[config.mk]
export PLATFORM = sky130hd
export DESIGN_NAME = rn4871_config_ctrl
export DESIGN_NICKNAME = d
export VERILOG_FILES = /design/src/rtl/rn4871_config_ctrl.sv
export SDC_FILE = /design/constraint.sdc
export NUM_CORES = 1
export LEC_CHECK = 0
export CAP_MARGIN = 10
export CORE_ASPECT_RATIO = 0.5
export CORE_UTILIZATION = 35
export CTS_BUF_LIST = sky130_fd_sc_hd__clkbuf_4 sky130_fd_sc_hd__clkbuf_8
export DETAILED_ROUTE_END_ITERATION = 8
export PLACE_DENSITY = 0.54
export SETUP_SLACK_MARGIN = 0.4
export SKIP_CTS_REPAIR_TIMING = 1
export SLEW_MARGIN = 10
export SYNTH_ARGS = -nofsm -noshare
export SYNTH_HDL_FRONTEND = slang
export SYNTH_SLANG_ARGS = --single-unit
[constraint.sdc]
create_clock -name i_Clk -period 6.6 [get_ports i_Clk]
set_input_delay 1.32 -clock i_Clk [delete_from_list [all_inputs] [get_ports i_Clk]]
set_output_delay 1.32 -clock i_Clk [all_outputs]
set_load 0.05 [all_outputs]
[src/rtl/rn4871_config_ctrl.sv]
// rn4871_config_ctrl
// Power-up sequencer and TX/RX arbiter for the RN4871 Bluetooth PMOD.
// Pulses the module reset, waits for boot, plays a fixed command script over
// the byte-level UART TX, and checks each command's acknowledge on the UART RX.
// Once configured, the TX/RX byte paths belong to the user datapath.
// Optional build macro: BT_CFG_RX_ECHO_EN, which also forwards every byte received
// while waiting for an acknowledge to the user RX port for debug.
module rn4871_config_ctrl #(
  parameter int RESET_CLKS        = 25000,
  parameter int BOOT_CLKS         = 2500000,
  parameter int RESP_TIMEOUT_CLKS = 12500000,
  parameter int MAX_RETRIES       = 3
) (
  input  logic       i_Clk,
  input  logic       i_Rst,
  output logic       o_BT_RST_N,
  output logic       o_TX_DV,
  output logic [7:0] o_TX_Byte,
  input  logic       i_TX_Active,
  input  logic       i_TX_Done,
  input  logic       i_RX_DV,
  input  logic [7:0] i_RX_Byte,
  input  logic       i_User_TX_DV,
  input  logic [7:0] i_User_TX_Byte,
  output logic       o_User_TX_Ready,
  output logic       o_User_RX_DV,
  output logic [7:0] o_User_RX_Byte,
  output logic       o_Ready,
  output logic       o_Error,
  output logic [1:0] o_Retry_Count
);

  localparam int CNT_MAX =
    (RESET_CLKS > BOOT_CLKS)
      ? ((RESET_CLKS > RESP_TIMEOUT_CLKS) ? RESET_CLKS : RESP_TIMEOUT_CLKS)
      : ((BOOT_CLKS > RESP_TIMEOUT_CLKS) ? BOOT_CLKS : RESP_TIMEOUT_CLKS);
  localparam int CNT_W = $clog2(CNT_MAX) + 1;

  localparam logic [CNT_W-1:0] RST_LAST  = CNT_W'(RESET_CLKS - 1);
  // The SEND cycle counts as the last boot clock, so the first command strobe
  // lands exactly BOOT_CLKS clocks after the module reset is released.
  localparam logic [CNT_W-1:0] BOOT_LAST = CNT_W'((BOOT_CLKS > 1) ? BOOT_CLKS - 2 : 0);
  localparam logic [CNT_W-1:0] TO_LAST   = CNT_W'(RESP_TIMEOUT_CLKS - 1);
  localparam logic [1:0]       MAX_R     = 2'(MAX_RETRIES);

  localparam logic [2:0] S_RST_ASSERT = 3'd0;
  localparam logic [2:0] S_BOOT_WAIT  = 3'd1;
  localparam logic [2:0] S_SEND       = 3'd2;
  localparam logic [2:0] S_TX_WAIT    = 3'd3;
  localparam logic [2:0] S_RESP_WAIT  = 3'd4;
  localparam logic [2:0] S_READY      = 3'd5;
  localparam logic [2:0] S_ERROR      = 3'd6;

  logic [2:0]       state_q, state_d;
  logic [CNT_W-1:0] cnt_q, cnt_d;
  logic [1:0]       step_q, step_d;
  logic [2:0]       idx_q, idx_d;
  logic [1:0]       retry_q, retry_d;
  logic             bt_rst_n_q, bt_rst_n_d;
  logic             tx_dv_q, tx_dv_d;
  logic [7:0]       tx_byte_q, tx_byte_d;
  logic             user_tx_ready_q, user_tx_ready_d;
  logic             user_rx_dv_q, user_rx_dv_d;
  logic [7:0]       user_rx_byte_q, user_rx_byte_d;
  logic             ready_q, ready_d;
  logic             error_q, error_d;

  // Script bytes: "$$$", "SS,C0\r", "---\r".
  function automatic logic [7:0] rom_byte(input logic [1:0] step, input logic [2:0] idx);
    logic [7:0] b;
    b = 8'h00;
    case (step)
      2'd0: b = 8'h24;
      2'd1: begin
        case (idx)
          3'd0, 3'd1: b = 8'h53;
          3'd2:       b = 8'h2C;
          3'd3:       b = 8'h43;
          3'd4:       b = 8'h30;
          default:    b = 8'h0D;
        endcase
      end
      2'd2: b = (idx < 3'd3) ? 8'h2D : 8'h0D;
      default: b = 8'h00;
    endcase
    return b;
  endfunction

  function automatic logic [2:0] rom_last(input logic [1:0] step);
    logic [2:0] l;
    case (step)
      2'd0:    l = 3'd2;
      2'd1:    l = 3'd5;
      2'd2:    l = 3'd3;
      default: l = 3'd0;
    endcase
    return l;
  endfunction

  // Step 2 is acknowledged by the 'D' that ends "END"; the others by the prompt.
  function automatic logic [7:0] ack_char(input logic [1:0] step);
    return (step == 2'd2) ? 8'h44 : 8'h3E;
  endfunction

  // Next-state logic for the sequencer, the counters and every registered output.
  always_comb begin
    state_d         = state_q;
    cnt_d           = (cnt_q == '1) ? cnt_q : cnt_q + 1'b1;
    step_d          = step_q;
    idx_d           = idx_q;
    retry_d         = retry_q;
    bt_rst_n_d      = bt_rst_n_q;
    tx_dv_d         = 1'b0;
    tx_byte_d       = tx_byte_q;
    user_tx_ready_d = 1'b0;
    user_rx_dv_d    = 1'b0;
    user_rx_byte_d  = user_rx_byte_q;
    ready_d         = ready_q;
    error_d         = error_q;

    case (state_q)
      S_RST_ASSERT: begin
        bt_rst_n_d = 1'b0;
        if (cnt_q == RST_LAST) begin
          state_d    = S_BOOT_WAIT;
          cnt_d      = '0;
          bt_rst_n_d = 1'b1;
        end
      end
      S_BOOT_WAIT: begin
        if (cnt_q == BOOT_LAST) begin
          state_d = S_SEND;
          cnt_d   = '0;
          step_d  = 2'd0;
          idx_d   = 3'd0;
        end
      end
      S_SEND: begin
        if (!i_TX_Active) begin
          tx_dv_d   = 1'b1;
          tx_byte_d = rom_byte(step_q, idx_q);
          state_d   = S_TX_WAIT;
        end
      end
      S_TX_WAIT: begin
        if (i_TX_Done) begin
          if (idx_q == rom_last(step_q)) begin
            state_d = S_RESP_WAIT;
            cnt_d   = '0;
          end else begin
            idx_d   = idx_q + 3'd1;
            state_d = S_SEND;
          end
        end
      end
      S_RESP_WAIT: begin
`ifdef BT_CFG_RX_ECHO_EN
        user_rx_dv_d = i_RX_DV;
        if (i_RX_DV) user_rx_byte_d = i_RX_Byte;
`else
        user_rx_dv_d = 1'b0;
`endif
        // An acknowledge beats a timeout that expires on the same cycle.
        if (i_RX_DV && (i_RX_Byte == ack_char(step_q))) begin
          if (step_q == 2'd2) begin
            state_d = S_READY;
            ready_d = 1'b1;
          end else begin
            step_d  = step_q + 2'd1;
            idx_d   = 3'd0;
            state_d = S_SEND;
          end
        end else if (cnt_q == TO_LAST) begin
          if (retry_q < MAX_R) begin
            retry_d    = retry_q + 2'd1;
            state_d    = S_RST_ASSERT;
            cnt_d      = '0;
            bt_rst_n_d = 1'b0;
          end else begin
            state_d = S_ERROR;
            error_d = 1'b1;
          end
        end
      end
      S_READY: begin
        user_rx_dv_d = i_RX_DV;
        if (i_RX_DV) user_rx_byte_d = i_RX_Byte;
        if (i_User_TX_DV && user_tx_ready_q && !i_TX_Active) begin
          tx_dv_d   = 1'b1;
          tx_byte_d = i_User_TX_Byte;
        end
        user_tx_ready_d = !i_TX_Active && !tx_dv_d;
      end
      S_ERROR: begin
        bt_rst_n_d = 1'b1;
      end
      default: begin
        state_d = S_RST_ASSERT;
        cnt_d   = '0;
      end
    endcase
  end

  // State and output registers with synchronous reset back to RST_ASSERT.
  always_ff @(posedge i_Clk) begin
    if (i_Rst) begin
      state_q         <= S_RST_ASSERT;
      cnt_q           <= '0;
      step_q          <= 2'd0;
      idx_q           <= 3'd0;
      retry_q         <= 2'd0;
      bt_rst_n_q      <= 1'b0;
      tx_dv_q         <= 1'b0;
      tx_byte_q       <= 8'h00;
      user_tx_ready_q <= 1'b0;
      user_rx_dv_q    <= 1'b0;
      user_rx_byte_q  <= 8'h00;
      ready_q         <= 1'b0;
      error_q         <= 1'b0;
    end else begin
      state_q         <= state_d;
      cnt_q           <= cnt_d;
      step_q          <= step_d;
      idx_q           <= idx_d;
      retry_q         <= retry_d;
      bt_rst_n_q      <= bt_rst_n_d;
      tx_dv_q         <= tx_dv_d;
      tx_byte_q       <= tx_byte_d;
      user_tx_ready_q <= user_tx_ready_d;
      user_rx_dv_q    <= user_rx_dv_d;
      user_rx_byte_q  <= user_rx_byte_d;
      ready_q         <= ready_d;
      error_q         <= error_d;
    end
  end

  assign o_BT_RST_N      = bt_rst_n_q;
  assign o_TX_DV         = tx_dv_q;
  assign o_TX_Byte       = tx_byte_q;
  assign o_User_TX_Ready = user_tx_ready_q;
  assign o_User_RX_DV    = user_rx_dv_q;
  assign o_User_RX_Byte  = user_rx_byte_q;
  assign o_Ready         = ready_q;
  assign o_Error         = error_q;
  assign o_Retry_Count   = retry_q;

endmodule
==> Implementation_results.wiki, run 1 <==
{| class="wikitable"
! Metric !! Value
|-
| Worst supply voltage drop on vdd || 0.0835 mV
|-
| Boundary pin count || 46
|-
| Net switching fraction of the power || 21.6%
|-
| Net count of the mapped netlist || about 430
|-
| Detailed-route wire length per cell || roughly 14 µm
|-
| Maxcap violations || 0
|-
| Ys Warns || 0
|-
| Simple-gate area share of the yosys netlist || a little under a third
|-
| Maximum number of buffers from clock root to sink || 2
|-
| Worst path cell trace || clkdlybuf4s50_1 -> nor4bb_1 -> a31oi_1 -> a21oi_2 -> o41ai_4 -> buf_4 -> nor3_1
|-
| Path class of the lowest-slack min-delay path || reg -> reg
|-
| Final Max Slew Viols || 0
|-
| Most frequent cell after synthesis || dfxtp_1
|-
| Smallest setup slack after layout || slightly above 3 ns
|-
| Critical Path End Type || register
|-
| Number of instances on the worst hold path || 2
|-
| Share of the synthesized area in the top cell type || 35.3%
|-
| Peak per-stage delay on the critical path || 0.76 ns
|-
| Cell type with the highest aggregate area in the netlist || dfxtp_1
|-
| Hold path endpoint || o_TX_Byte[7]
|-
| Final Power || ~0.7 mW
|-
| Grt total ovfl || 0
|-
| Vias per Instance || 5.26
|-
| Power Density || about 180 nW/µm²
|-
| Floorplan row count || 24
|-
| Min Tclk post-route || roughly 3.5 ns
|-
| Internal Dissipation || ~0.56 mW
|-
| CTS clk-pin slew, worst paths || 0.06 ns
|-
| Combinational group share of total power || between 4 and 5%
|-
| GRT Total Usage || 17.6%
|-
| Layout Utilization || between 40% and 50%
|-
| Clock latency reported for the late side of the worst-skew pair || approximately 0.35 ns
|-
| Die outline area || 9640 µm²
|-
| HPWL reported at the end of detailed placement || around 5.8 mm
|-
| Routed metal-1 wire length || 3.90 mm
|-
| DR DRC count || 0
|-
| Largest net degree at the start of global routing || 35
|-
| Setup_tns || 0 ns
|-
| Global placer's final weighted congestion || 0.784
|-
| Fmax || 286 MHz
|-
| WS Path Type || in -> reg
|-
| Slew at the pin with the worst max-slew slack || approximately 0.86 ns
|-
| Number of buffers added by the clock tree synthesis step || 9
|-
| Average instance area after synthesis || roughly 8.2 µm²
|-
| Clock root cell || clkbuf_8
|-
| Area Growth Syn to Fin || 21.8%
|-
| Data required time at the worst endpoint || 6.87 ns
|-
| Setup violators final || 0
|-
| Floorplan die width || ~140 µm
|-
| Synth Register Bits || 57
|-
| Leakage power || 1.32 nW
|-
| Headroom to the max-slew limit || between 40% and 50%
|-
| Share of the synthesized area in compound gates (AO/OA/AOI/OAI) || between 10% and 20%
|-
| Fill cells || 877
|-
| Initial standard-cell utilization of the core || a little over a third
|-
| Launch instance of the worst min-delay path || o_TX_Byte[7]
|-
| Fraction of final layout cells with drive strength greater than 1 || around 11%
|-
| Crit-path slowest cell || nor4bb_1
|-
| Aggregate routed wire length || between 7 and 8 mm
|-
| Most used flip-flop cell after synthesis || dfxtp_1
|-
| Fin Hold WS || 0.457 ns
|-
| Antenna violations before repair || 0
|-
| CP Launch Type || input port
|-
| CTS tree || yes
|-
| R2R Path End || cnt_q[16]
|-
| Final cycle utilization of the critical path || 53.1%
|-
| Count of buffering cells on the critical path with inverters included || 2
|-
| Maximum level of the CTS H-tree || 3
|-
| Setup repair after global routing missed its margin || no
|-
| Number of instances in the synthesized netlist || ~390
|-
| Post-route standard cell area excluding fillers || approximately 3900 µm²
|-
| Number of cells in the finished layout apart from fillers || 554
|-
| Detail Route met2 WL || 3.59 mm
|-
| Reg2reg setup slack || roughly 3.9 ns
|-
| Worst reg2reg path startpoint || step_q[0]
|-
| Placed Cells incl. Taps || around 540
|-
| Netlist area before placement || between 3000 and 4000 µm²
|-
| Final hold violations || 0
|-
| Commonest cells post-synth || dfxtp_1 (57), nor2_1 (55), nand2_1 (39)
|-
| Detailed Route Iter0 Violations || ~150
|-
| Post-synthesis share of cell area spent on xor and xnor gates || roughly 5.4%
|-
| DP Area || between 3000 and 4000 µm²
|-
| Outcome || completed
|-
| Critical path peak fanout || 25
|-
| Arr. time, crit path || between 3 and 4 ns
|-
| Clk pwr share || between 40% and 50%
|-
| Post-route antenna net violation count || 0
|-
| Biggest area contributors in the synthesized netlist || dfxtp_1 (35%), nor2_1 (6.4%), nand2_1 (4.5%)
|-
| Met3 wire len || between 200 and 300 µm
|-
| CORE AREA || 8830 µm²
|-
| Number of global-route vias before repair || between 2000 and 3000
|-
| First-pass GRT wire length || 13.2 mm
|-
| Count of vias placed by the detailed router || around 3000
|-
| Top routing layer used || met4
|-
| TritonCTS Sinks || 57
|-
| Initial DRT Pass Iterations || 4
|-
| Share of total power in sequential cells || 48.9%
|-
| Largest family of logic cells by synthesized area || simple AND/OR/NAND/NOR gates
|-
| Share of flip-flops with an asynchronous set or reset || 0%
|-
| Largest clock skew in the final design || ~0.0047 ns
|-
| Mux contribution to synthesized area || under 10%
|-
| Buffers added on ports || 45
|-
| Synth Area in Adders || 4.26%
|-
| Synth unique cells || 64
|-
| Dominant delay contributor by cell family on the critical path || simple AND/OR/NAND/NOR gates
|-
| Y dimension of the die || 69.9 µm
|-
| Final #Nets || approximately 470
|-
| Cell count of the worst reg-to-reg path || 9
|-
| Switching Power || between 0.15 and 0.2 mW
|-
| EDFF count, synth || 0
|-
| Count of antenna diodes in the layout || 0
|-
| Seq/Total Area, Yosys || 35.3%
|-
| Pre-CTS WS || roughly 2.8 ns
|}
[state kept, by name, summed over array words and instances (netlist names)]
signal,cells
cnt_q,25
o_TX_Byte,8
o_User_RX_Byte,8
idx_q,3
state_q,3
o_Retry_Count,2
step_q,2
o_BT_RST_N,1
o_Error,1
o_Ready,1
o_TX_DV,1
o_User_RX_DV,1
o_User_TX_Ready,1
[worst min-delay path, stage by stage, from the launching register on]
cell and delay [ns]:
dfxtp_1 0.31, nand2_1 0.05, a21oi_1 0.05
[area by class of cell]
| type | count | area, µm² | share of cell area [%] |
|---|---|---|---|
| Tap cell | 117 | 146 | 3.72 |
| Clock buffer | 12 | 159 | 4.04 |
| Clock inverter | 3 | 40.0 | 1.02 |
| Inverter | 15 | 56.3 | 1.43 |
| Multi-Input combinational cell | 303 | 1920 | 48.9 |
| Sequential cell | 57 | 1140 | 29.0 |
| Timing Repair Buffer | 47 | 465 | 11.8 |
[routing by layer]
layer / GRT usage (%) / vias to the layer above
met2: 28.3 / 43
met4: 6.76 / 0
li1: - / 1488
met5: 0 / -
met3: 4.87 / 9
met1: 22.4 / 1375
[cells by family (layout without fill, tap and decap cells)]
kind of cell / Yosys count / count (layout)
xor+xnor: 20 / 20
compound gates: 81 / 81
fa+ha+maj: 11 / 11
simple gates: 186 / 186
buf+inv: 33 / 77
flops: 57 / 57
mux: 5 / 5
[power by group through the flow]
stage	Sequential [mW]	Clock [mW]	Combinational (mW)
4_1_cts	0.348	0.343	0.0309
5_1_grt	0.348	0.362	0.0337
2_1_floorplan	0.355	0	0.0139
6_report	0.348	0.333	0.0308
3_5_place_dp	0.356	0	0.0308
3_3_place_gp	0.356	0	0.0300
[placed cells by master, fill, tap and decap left out, types with 9 or more instances in the layout]
master	instances
nor3_1	17
nor2_1	55
nand3_1	10
inv_1	15
a21oi_1	25
dfxtp_1	57
clkbuf_8	11
clkdlybuf4s50_1	45
o21ai_0	10
nand2_1	39
ha_1	11
xnor2_1	14
and3_1	9
[worst max path at each step]
stage	slack (ns)	start	end	depth (start not counted)
after floorplan	3.63	i_RX_Byte[4]	cnt_q[17]	7
after global placement	2.90	i_RX_DV	cnt_q[23]	7
after detailed placement	2.78	i_RX_DV	cnt_q[16]	7
after CTS	3.14	i_RX_DV	cnt_q[16]	7
after global routing	2.93	i_RX_DV	cnt_q[2]	7
final	3.10	i_RX_DV	cnt_q[16]	7
No activity file was read; power rests on OpenSTA's default activity.
==> inputs of run 2 (changes only) <==
==> constraint.sdc (replaced) <==
create_clock -name i_Clk -period 3.5 [get_ports i_Clk]
set_input_delay 0.7 -clock i_Clk [delete_from_list [all_inputs] [get_ports i_Clk]]
set_output_delay 0.7 -clock i_Clk [all_outputs]
set_load 0.05 [all_outputs]
==> Implementation_results.wiki, run 2 (synthesis gave the netlist of run 1 again) <==
{| class="wikitable"
! Metric !! Value
|-
| Maxcap violations || 0 (unchanged)
|-
| CP Launch Type || input port (unchanged)
|-
| Most common cell after layout, fill and taps aside || dfxtp_1 (unchanged)
|-
| First-pass GRT wire length || 13.2 mm (about the same)
|-
| Most used cells in the layout excluding fill and tap cells || dfxtp_1 (57), nor2_1 (55), clkdlybuf4s50_1 (45) (unchanged)
|-
| Count of antenna diodes in the layout || 0 (unchanged)
|-
| Initial standard-cell utilization of the core || 36.6% (unchanged)
|-
| Setup repair after global routing missed its margin || no (unchanged)
|-
| TritonCTS Sinks || 57 (unchanged)
|-
| Count of vias placed by the detailed router || 2956 (was 2915)
|-
| Arr. time, crit path || 2.91 ns (was 3.77 ns)
|-
| Y dimension of the die || 69.9 µm (unchanged)
|-
| Boundary pin count || 46 (unchanged)
|-
| Critical path peak fanout || 25 (unchanged)
|-
| Smallest setup slack after layout || 0.813 ns (was 3.10 ns)
|-
| Fraction of met2 tracks used by global routing || 28.2% (was 28.3%)
|-
| Largest net degree at the start of global routing || 26 (was 35)
|-
| Flip-flop count of the largest register after layout || 25 (unchanged)
|-
| CORE AREA || 8830 µm² (unchanged)
|-
| DP Area || 3750 µm² (was 3730 µm²)
|-
| HPWL reported at the end of detailed placement || 5.77 mm (was 5.76 mm)
|-
| Grt total ovfl || 0 (unchanged)
|-
| Pre-CTS WS || 0.439 ns (was 2.78 ns)
|-
| Fmax || 372 MHz
|-
| Final hold violations || 0 (unchanged)
|-
| Buffers added on ports || 45 (unchanged)
|-
| Worst supply voltage drop on vdd || 0.200 mV (was 0.0835 mV)
|-
| Critical Path End Type || register (unchanged)
|-
| DR DRC count || 0 (unchanged)
|-
| Largest clock skew in the final design || 0.00714 ns (was 0.00475 ns)
|-
| Power Density || 339 nW/µm² (was 181 nW/µm²)
|-
| Post-route antenna net violation count || 0 (unchanged)
|-
| Slew at the pin with the worst max-slew slack || 0.648 ns (was 0.859 ns)
|-
| Top register by number of flip-flops || cnt_q (unchanged)
|-
| Clock root cell || clkbuf_8 (unchanged)
|-
| Leakage power || 1.33 nW (was 1.32 nW)
|-
| Global placer's final weighted congestion || 0.808 (was 0.784)
|-
| Final cycle utilization of the critical path || between 70% and 80%
|-
| Aggregate routed wire length || 7.85 mm (was 7.86 mm)
|-
| WS Path Type || in -> reg (unchanged)
|-
| Final Max Slew Viols || 0 (unchanged)
|-
| CTS tree || yes (unchanged)
|-
| Antenna violations before repair || 0 (unchanged)
|-
| Post-route standard cell area excluding fillers || 3950 µm² (was 3930 µm²)
|-
| Number of global-route vias before repair || 2865 (was 2758)
|-
| Floorplan die width || 138 µm (unchanged)
|-
| Outcome || completed (unchanged)
|-
| Maximum number of buffers from clock root to sink || 2 (unchanged)
|-
| Data required time at the worst endpoint || 3.72 ns (was 6.87 ns)
|-
| Final #Nets || 468 (was 466)
|-
| GR met1 Demand/Resource || 22.2% (was 22.4%)
|-
| Maximum level of the CTS H-tree || 3 (unchanged)
|-
| Headroom to the max-slew limit || 56.5% (was 41.9%)
|-
| Vias per Instance || 5.31 (was 5.26)
|-
| Floorplan row count || 24 (unchanged)
|-
| Setup violators final || 0 (unchanged)
|-
| Die outline area || 9640 µm² (unchanged)
|-
| Detailed-route wire length per cell || 14.1 µm (was 14.2 µm)
|-
| Met3 demand-to-capacity share in global routing || 5.23% (was 4.87%)
|-
| Setup_tns || 0 ns (unchanged)
|-
| Path class of the lowest-slack min-delay path || reg -> reg (unchanged)
|-
| Area Growth Syn to Fin || 22.3% (was 21.8%)
|-
| Number of buffers added by the clock tree synthesis step || 9 (unchanged)
|-
| CTS clk-pin slew, worst paths || 0.06 ns (about the same)
|-
| Fraction of final layout cells with drive strength greater than 1 || 11.6% (was 11.0%)
|-
| Detailed Route Iter0 Violations || 109 (was 146)
|-
| GRT Total Usage || 17.6% (about the same)
|-
| Busiest grt layer || met2 (unchanged)
|-
| Min Tclk post-route || between 2 and 3 ns
|-
| Initial DRT Pass Iterations || 4 (unchanged)
|-
| Clock latency reported for the late side of the worst-skew pair || 0.35 ns (about the same)
|}
[run 2: changes by cell type in the layout (fill, tap and decap cells not counted), sizes merged]
cell	delta
buf	+2
clkbuf	-1
clkinvlp	+2
[run 2: critical path, stage by stage]
cell,delay [ns]
clkdlybuf4s50_1,0.57
mux2_2,0.36
a31oi_1,0.39
a21oi_2,0.14
o41ai_4,0.30
buf_4,0.35
nor3_1,0.10
[run 2: through the flow]
stage | util (%) | hold slack, ns | cells | power, mW
floorplan | - | 0.491 | 393 | 0.696
global placement | 42.5 | 0.440 | 541 | 0.728
detailed placement | 42.5 | 0.452 | 541 | 0.729
CTS | 44.7 | 0.461 | 557 | 1.36
global route | 44.7 | 0.476 | 557 | 1.40
finish | 44.7 | 0.455 | 557 | 1.34
[run 2: path summary, 6_finish.rpt]
kind	cells after the start	start	slack, ns	endpoint
max	7	i_RX_Byte[3]	0.81	cnt_q[7]
min	2	o_User_RX_Byte[0]	0.46	o_User_RX_Byte[0]
max reg2reg	7	cnt_q[2]	0.90	cnt_q[7]
min reg2reg	2	o_User_RX_Byte[0]	0.46	o_User_RX_Byte[0]
[run 2: where the power goes]
part	internal, mW	switching, mW	total [mW]
sequential	0.652	0.00473	0.656
clock	0.353	0.271	0.624
combinational	0.0315	0.0270	0.0585
[run 2: layout make-up]
type	instances	area, µm²
inverters	15	56.3
clock buffers	11	145
clock inverters	5	55.1
multi-input cells	303	1920
well taps	117	146
fillers	898	4880
flip-flops and latches	57	1140
repair buffers	49	480
[run 2: layer usage]
layer,vias to the layer above,share of wire (%)
met5,-,0
met4,0,1.5
met3,12,4.0
met2,51,46
met1,1401,49
li1,1492,-
==> inputs of run 3 (changes only) <==
==> constraint.sdc (replaced) <==
create_clock -name i_Clk -period 2.75 [get_ports i_Clk]
set_input_delay 0.55 -clock i_Clk [delete_from_list [all_inputs] [get_ports i_Clk]]
set_output_delay 0.55 -clock i_Clk [all_outputs]
set_load 0.05 [all_outputs]
==> Implementation_results.wiki, run 3 (synthesis gave the netlist of run 1 again) <==
{| class="wikitable"
! Metric !! Value
|-
| Outcome || completed (unchanged)
|-
| Clock root cell || clkbuf_8 (unchanged)
|-
| Combinational group share of total power || 6.0% (was 4.4%)
|-
| Internal Dissipation || 1.35 mW (was 1.04 mW)
|-
| CORE AREA || 8830 µm² (unchanged)
|-
| Grt total ovfl || 0 (unchanged)
|-
| Count of antenna diodes in the layout || 0 (unchanged)
|-
| Boundary pin count || 46 (unchanged)
|-
| Headroom to the max-slew limit || 59.6% (was 56.5%)
|-
| Power Density || 397 nW/µm² (was 339 nW/µm²)
|-
| Clk pwr share || 46.1% (was 46.6%)
|-
| Setup repair after global routing missed its margin || yes (was no)
|-
| Launch instance of the worst min-delay path || o_User_RX_Byte[7] (was o_User_RX_Byte[0])
|-
| Fraction of final layout cells with drive strength greater than 1 || 22.1% (was 11.6%)
|-
| TritonCTS Sinks || 57 (unchanged)
|-
| Pre-CTS WS || -0.0823 ns (was 0.439 ns)
|-
| HPWL reported at the end of detailed placement || 5.91 mm (was 5.77 mm)
|-
| Worst supply voltage drop on vdd || 0.225 mV (was 0.200 mV)
|-
| Number of buffers added by the clock tree synthesis step || 9 (unchanged)
|-
| Smallest setup slack after layout || 0.387 ns (was 0.813 ns)
|-
| CP Launch Type || register (was input port)
|-
| Count of vias placed by the detailed router || 3088 (was 2956)
|-
| First-pass GRT wire length || 13.1 mm (was 13.2 mm)
|-
| Floorplan die width || 138 µm (unchanged)
|-
| Cell count of the worst reg-to-reg path || 8 (was 7)
|-
| CTS tree || yes (unchanged)
|-
| Floorplan row count || 24 (unchanged)
|-
| Switching Power || 0.385 mW (was 0.303 mW)
|-
| WS Path Type || reg -> reg (was in -> reg)
|-
| Initial DRT Pass Iterations || 4 (unchanged)
|-
| Number of global-route vias before repair || 2790 (was 2865)
|-
| R2R Path End || cnt_q[3] (was cnt_q[7])
|-
| Fill cells || 865 (was 898)
|-
| Leakage power || 1.50 nW (was 1.33 nW)
|-
| Final Max Slew Viols || 0 (unchanged)
|-
| Worst reg2reg path startpoint || cnt_q[6] (was cnt_q[2])
|-
| Path class of the lowest-slack min-delay path || reg -> reg (unchanged)
|-
| Most common cell after layout, fill and taps aside || dfxtp_1 (unchanged)
|-
| Area Growth Syn to Fin || 35.7% (was 22.3%)
|-
| Maximum level of the CTS H-tree || 3 (unchanged)
|-
| Y dimension of the die || 69.9 µm (unchanged)
|-
| Post-route antenna net violation count || 0 (unchanged)
|-
| Final hold violations || 0 (unchanged)
|-
| Initial standard-cell utilization of the core || 36.6% (unchanged)
|-
| Global placer's final weighted congestion || 0.843 (was 0.808)
|-
| Layout Utilization || 49.6% (was 44.7%)
|-
| Arr. time, crit path || 2.60 ns (was 2.91 ns)
|-
| Maxcap violations || 0 (unchanged)
|-
| Data required time at the worst endpoint || 2.98 ns (was 3.72 ns)
|-
| CTS clk-pin slew, worst paths || 0.06 ns (about the same)
|-
| Flip-flop count of the largest register after layout || 25 (unchanged)
|-
| Detailed Route Iter0 Violations || 133 (was 109)
|-
| Reg2reg setup slack || 0.39 ns (was 0.90 ns)
|-
| Maximum number of buffers from clock root to sink || 2 (unchanged)
|-
| DR DRC count || 0 (unchanged)
|-
| Aggregate routed wire length || 8.42 mm (was 7.85 mm)
|-
| Die outline area || 9640 µm² (unchanged)
|-
| Vias per Instance || 5.38 (was 5.31)
|-
| Final #Nets || 486 (was 468)
|-
| Largest clock skew in the final design || 0.00569 ns (was 0.00714 ns)
|-
| Setup violators final || 0 (unchanged)
|-
| Hold path endpoint || o_User_RX_Byte[7] (was o_User_RX_Byte[0])
|-
| GRT Total Usage || 17.5% (was 17.6%)
|-
| Number of instances on the worst hold path || 2 (unchanged)
|-
| Critical path peak fanout || 12 (was 25)
|-
| Most used cells in the layout excluding fill and tap cells || dfxtp_1 (52), nor2_1 (47), clkdlybuf4s50_1 (42) (was dfxtp_1 (57), nor2_1 (55), clkdlybuf4s50_1 (45))
|-
| Net switching fraction of the power || 22.2% (was 22.6%)
|-
| Buffers added on ports || 45 (unchanged)
|-
| Critical Path End Type || register (unchanged)
|-
| Fmax || ~420 MHz
|-
| Top register by number of flip-flops || cnt_q (unchanged)
|-
| Antenna violations before repair || 0 (unchanged)
|-
| Clock latency reported for the late side of the worst-skew pair || 0.34 ns (was 0.35 ns)
|-
| Largest net degree at the start of global routing || 26 (unchanged)
|-
| Share of total power in sequential cells || 48.0% (was 49.0%)
|-
| Min Tclk post-route || between 2 and 2.5 ns
|-
| Final cycle utilization of the critical path || between 80% and 90%
|-
| Slew at the pin with the worst max-slew slack || 0.606 ns (was 0.648 ns)
|-
| Detailed-route wire length per cell || 14.7 µm (was 14.1 µm)
|}
-- run 3: worst max-delay path: stages (launching register included) --
cell and delay (ns):
dfxtp_4 0.35, or3_4 0.39, or4_4 0.46, nor2b_4 0.17, o221ai_4 0.15, o41ai_4 0.32
buf_6 0.18, clkbuf_16 0.17, nor2_1 0.05
-- run 3: area by class of cell --
type / instances / area [µm²] / area share (%)
well taps: 117 / 146 / 3.34
flip-flops and latches: 57 / 1150 / 26.2
repair buffers: 67 / 674 / 15.4
clock buffers: 12 / 159 / 3.63
inverters: 15 / 56.3 / 1.28
multi-input cells: 303 / 2160 / 49.2
clock inverters: 3 / 40.0 / 0.914
-- run 3: how the worst max path moves through the flow --
stage	startpoint	end	slack [ns]	depth (start not counted)
6_report	cnt_q[6]	cnt_q[3]	0.39	8
3_5_place_dp	i_RX_Byte[6]	state_q[0]	-0.08	7
4_1_cts	i_RX_Byte[6]	state_q[0]	0.27	7
3_3_place_gp	i_RX_Byte[6]	state_q[1]	0.03	7
2_1_floorplan	step_q[0]	cnt_q[17]	0.41	10
5_1_grt	cnt_q[1]	cnt_q[3]	0.32	9
-- run 3: through the flow --
stage	power (mW)	area [µm²]	setup TNS [ns]	instances	hold WS (ns)
6_report	1.74	4380	0	574	0.455
5_1_grt	1.81	4380	0	574	0.477
4_1_cts	1.74	4060	0	567	0.461
3_5_place_dp	0.934	3860	-0.162	552	0.451
3_3_place_gp	0.932	3860	0	552	0.440
2_1_floorplan	0.886	3250	0	393	0.491
-- run 3: power by group through the flow --
stage | Combinational, mW | Sequential, mW | Clock (mW)
after detailed placement | 0.0806 | 0.853 | 0
after CTS | 0.0812 | 0.835 | 0.824
after floorplan | 0.0343 | 0.852 | 0
after global routing | 0.110 | 0.834 | 0.870
after global placement | 0.0790 | 0.853 | 0
final | 0.104 | 0.834 | 0.801
-- run 3: per-layer routing --
metal	up-vias	wire, µm	track usage [%]
li1	1533	-	-
met1	1478	3910	22.3
met2	66	4070	28.5
met3	11	351	5.23
met4	0	90	5.07
met5	-	0	0
==> patch: new RTL, config.mk and constraints of run 3 <==
Set the parameter `RESP_TIMEOUT_CLKS` to 6250000 (it was 12500000).
--- a/src/rtl/rn4871_config_ctrl.sv
+++ b/src/rtl/rn4871_config_ctrl.sv
@@ -8,7 +8,7 @@
 module rn4871_config_ctrl #(
   parameter int RESET_CLKS        = 25000,
   parameter int BOOT_CLKS         = 2500000,
-  parameter int RESP_TIMEOUT_CLKS = 12500000,
+  parameter int RESP_TIMEOUT_CLKS = 6250000,
   parameter int MAX_RETRIES       = 3
 ) (
   input  logic       i_Clk,
Check against the original RTL: no difference found for any inputs over 10 cycles, from zero or initial values and one cycle with i_Rst high; that may be too few to reach the edited logic, so the function may still have changed.
==> patch against run 3 <==
  * Synthesized area is 2.0% lower
  * Total power is 20% lower
  * Setup slack better by 0.13 ns
  * Non-clock buffer count is 7 lower
  * Sequential cell count is 1 lower
  * Final cell count is 2.6% lower
  * Critical path type is now in -> reg
  * Routed wire length is 6.4% lower
  * Largest power group unchanged
  * Final area is 9.8% lower
  * Sequential power is 2% lower
  * Via count is 4.6% lower
==> patch: results (changes against run 3) <==
[metrics] initial antenna violation count: 0 (unchanged)
[metrics] worst hold path class: reg -> reg
[metrics] DP Area: 3790 um2 (-1.9%)
[metrics] most instantiated flip-flop cell in the synthesis netlist: sky130_fd_sc_hd__dfxtp_1
[metrics] Final Routed Wirelength: 7890 um (-6.4%)
[metrics] M3 GR Usage: 3.36% (-1.9 points)
[metrics] post-placement cell count: 550 (-0.36%)
[metrics] Post-synth ARST share: 0% (unchanged)
[metrics] number of buffers created by CTS: 5 (-4)
[metrics] final RePlAce weighted congestion: 0.884 (+4.9%)
[metrics] CP arrival: 2.48 ns (-0.12 ns)
[metrics] Via density: 5.27 (-2.1%)
[metrics] post-layout net count: 475 (-2.3%)
[metrics] delay contributed by the slowest stage of the critical path: 0.47 ns
[metrics] count of TritonRoute iterations in the first routing pass: 5 (+1)
[metrics] total track usage: 17.0% (-0.47 points)
[metrics] cell at the root of the clock tree: sky130_fd_sc_hd__clkbuf_8
[metrics] VDD IR-drop max: 0.187 mV (-17%)
[metrics] met2 usage in global routing: 27.9% (-0.58 points)
[metrics] Fillers: 869 (+0.46%)
[metrics] wire length of the first global-routing pass: 12900 um (-1.9%)
[metrics] Cells after Synth: 393 (unchanged)
[metrics] dpl hpwl: 5850 um (-1.1%)
[metrics] portion of the post-synthesis area used by sequential elements: 35.4% (+0.080 points)
[metrics] grt met1 use: 23.0% (+0.76 points)
[metrics] slowest stage cell, crit path: sky130_fd_sc_hd__clkdlybuf4s50_1
[metrics] Routed WL per cell: 14.1 um (-3.9%)
[metrics] layout cells sized above 1: 11.1% (-11 points)
[metrics] worst rel slew slack: 49.4% (-10 points)
[metrics] Netlist cell types: 55 (-14%)
[metrics] maximum fanout encountered on the critical timing path: 6 (-6)
[metrics] port buffer count: 45 (unchanged)
[metrics] post-place setup slack: 0.0113 ns (+0.0936 ns)
[metrics] nets in the synthesized netlist: 427 (+0.23%)
[metrics] number of synthesis warnings: 0 (unchanged)
[metrics] pin count of the biggest net entering global routing: 30 (+15%)
[metrics] outcome: completed
[metrics] First DRT Iteration DRCs: 229 (+72%)
[metrics] number of global-route vias before repair: 2681 (-3.9%)
[metrics] Top reg by flops: cnt_q
[metrics] most common library cells after synthesis: sky130_fd_sc_hd__nor2_1 (59), sky130_fd_sc_hd__dfxtp_1 (56), sky130_fd_sc_hd__nand2_1 (48)
[metrics] ranking of synthesized cells by area: sky130_fd_sc_hd__dfxtp_1 (35%), sky130_fd_sc_hd__nor2_1 (7.0%), sky130_fd_sc_hd__nand2_1 (5.7%)
[metrics] antenna fix cells: 0 (unchanged)
[metrics] H-Tree Depth: 2 (-1)
[metrics] Pleak: 1.38 nW (-7.8%)
[metrics] worst-case clock skew: 0.00599 ns (+0.000300 ns)
[metrics] Bufs on Longest Clock Path: 2 (unchanged)
[metrics] Largest register FFs: 24 (-4.0%)
[metrics] clock edge transition at the registers on the reported setup and hold paths: 0.10 ns (+0.04 ns)
[metrics] clock network latency to the later pin of the worst-skew pair: 0.31 ns (-0.03 ns)
patch: changes by cell type in the layout (fill, tap and decap cells not counted), sizes merged, moves of 4 or more:
cell	delta
inv	-6
nand4	+8
and3	-5
nor2b	-5
nor3	-5
xor2	+4
nand3	+4
buf	-5
clkbuf	-6
mux2i	+9
a21oi	+6
xnor2	-5
nand2	+9
patch: worst paths after layout:
path                                   startpoint                end  slack (ns)  depth (start not counted)
worst min register to register  o_User_RX_Byte[1]  o_User_RX_Byte[1]        0.46                          2
worst min-delay path            o_User_RX_Byte[1]  o_User_RX_Byte[1]        0.46                          2
worst max-delay path                 i_RX_Byte[6]           idx_q[2]        0.52                          8
worst max register to register           cnt_q[9]           cnt_q[2]        0.54                          7
patch: cell type report:
class | count | area (um2) | share of cell area (%)
tap | 117 | 146 | 3.70
multi-input combinational | 309 | 1970 | 49.8
timing repair buffer | 60 | 583 | 14.8
inverter | 9 | 33.8 | 0.855
clock buffer | 8 | 97.6 | 2.47
sequential | 56 | 1120 | 28.4
patch: cell families (layout without fill, tap and decap cells):
group	count (synthesis)	after routing	share of synthesized area (%)
buf+inv	28	77	3.91
simple gates	195	195	32.1
mux	13	13	4.23
compound gates	70	70	14.3
fa+ha+maj	12	12	4.74
flops	56	56	35.4
xor+xnor	19	19	5.26
patch: critical path, delay by kind of cell:
family	cells	cell delay, ns
AOI/OAI and AO/OA	2	0.27
and+or+nand+nor	4	1.04
buffers and inverters	2	0.62
patch: power by group:
group / switching (mW) / total [mW] / internal [mW]
combinational: 0.0341 / 0.0772 / 0.0431
sequential: 0.00379 / 0.818 / 0.814
clock: 0.267 / 0.493 / 0.226
total: 0.305 / 1.39 / 1.08
patch: metal layers:
layer  vias up  part of all wire [%]
met5         -                     0
met3         4                   4.8
met4         0                  0.51
li1       1507                     -
met2        60                    45
met1      1374                    50
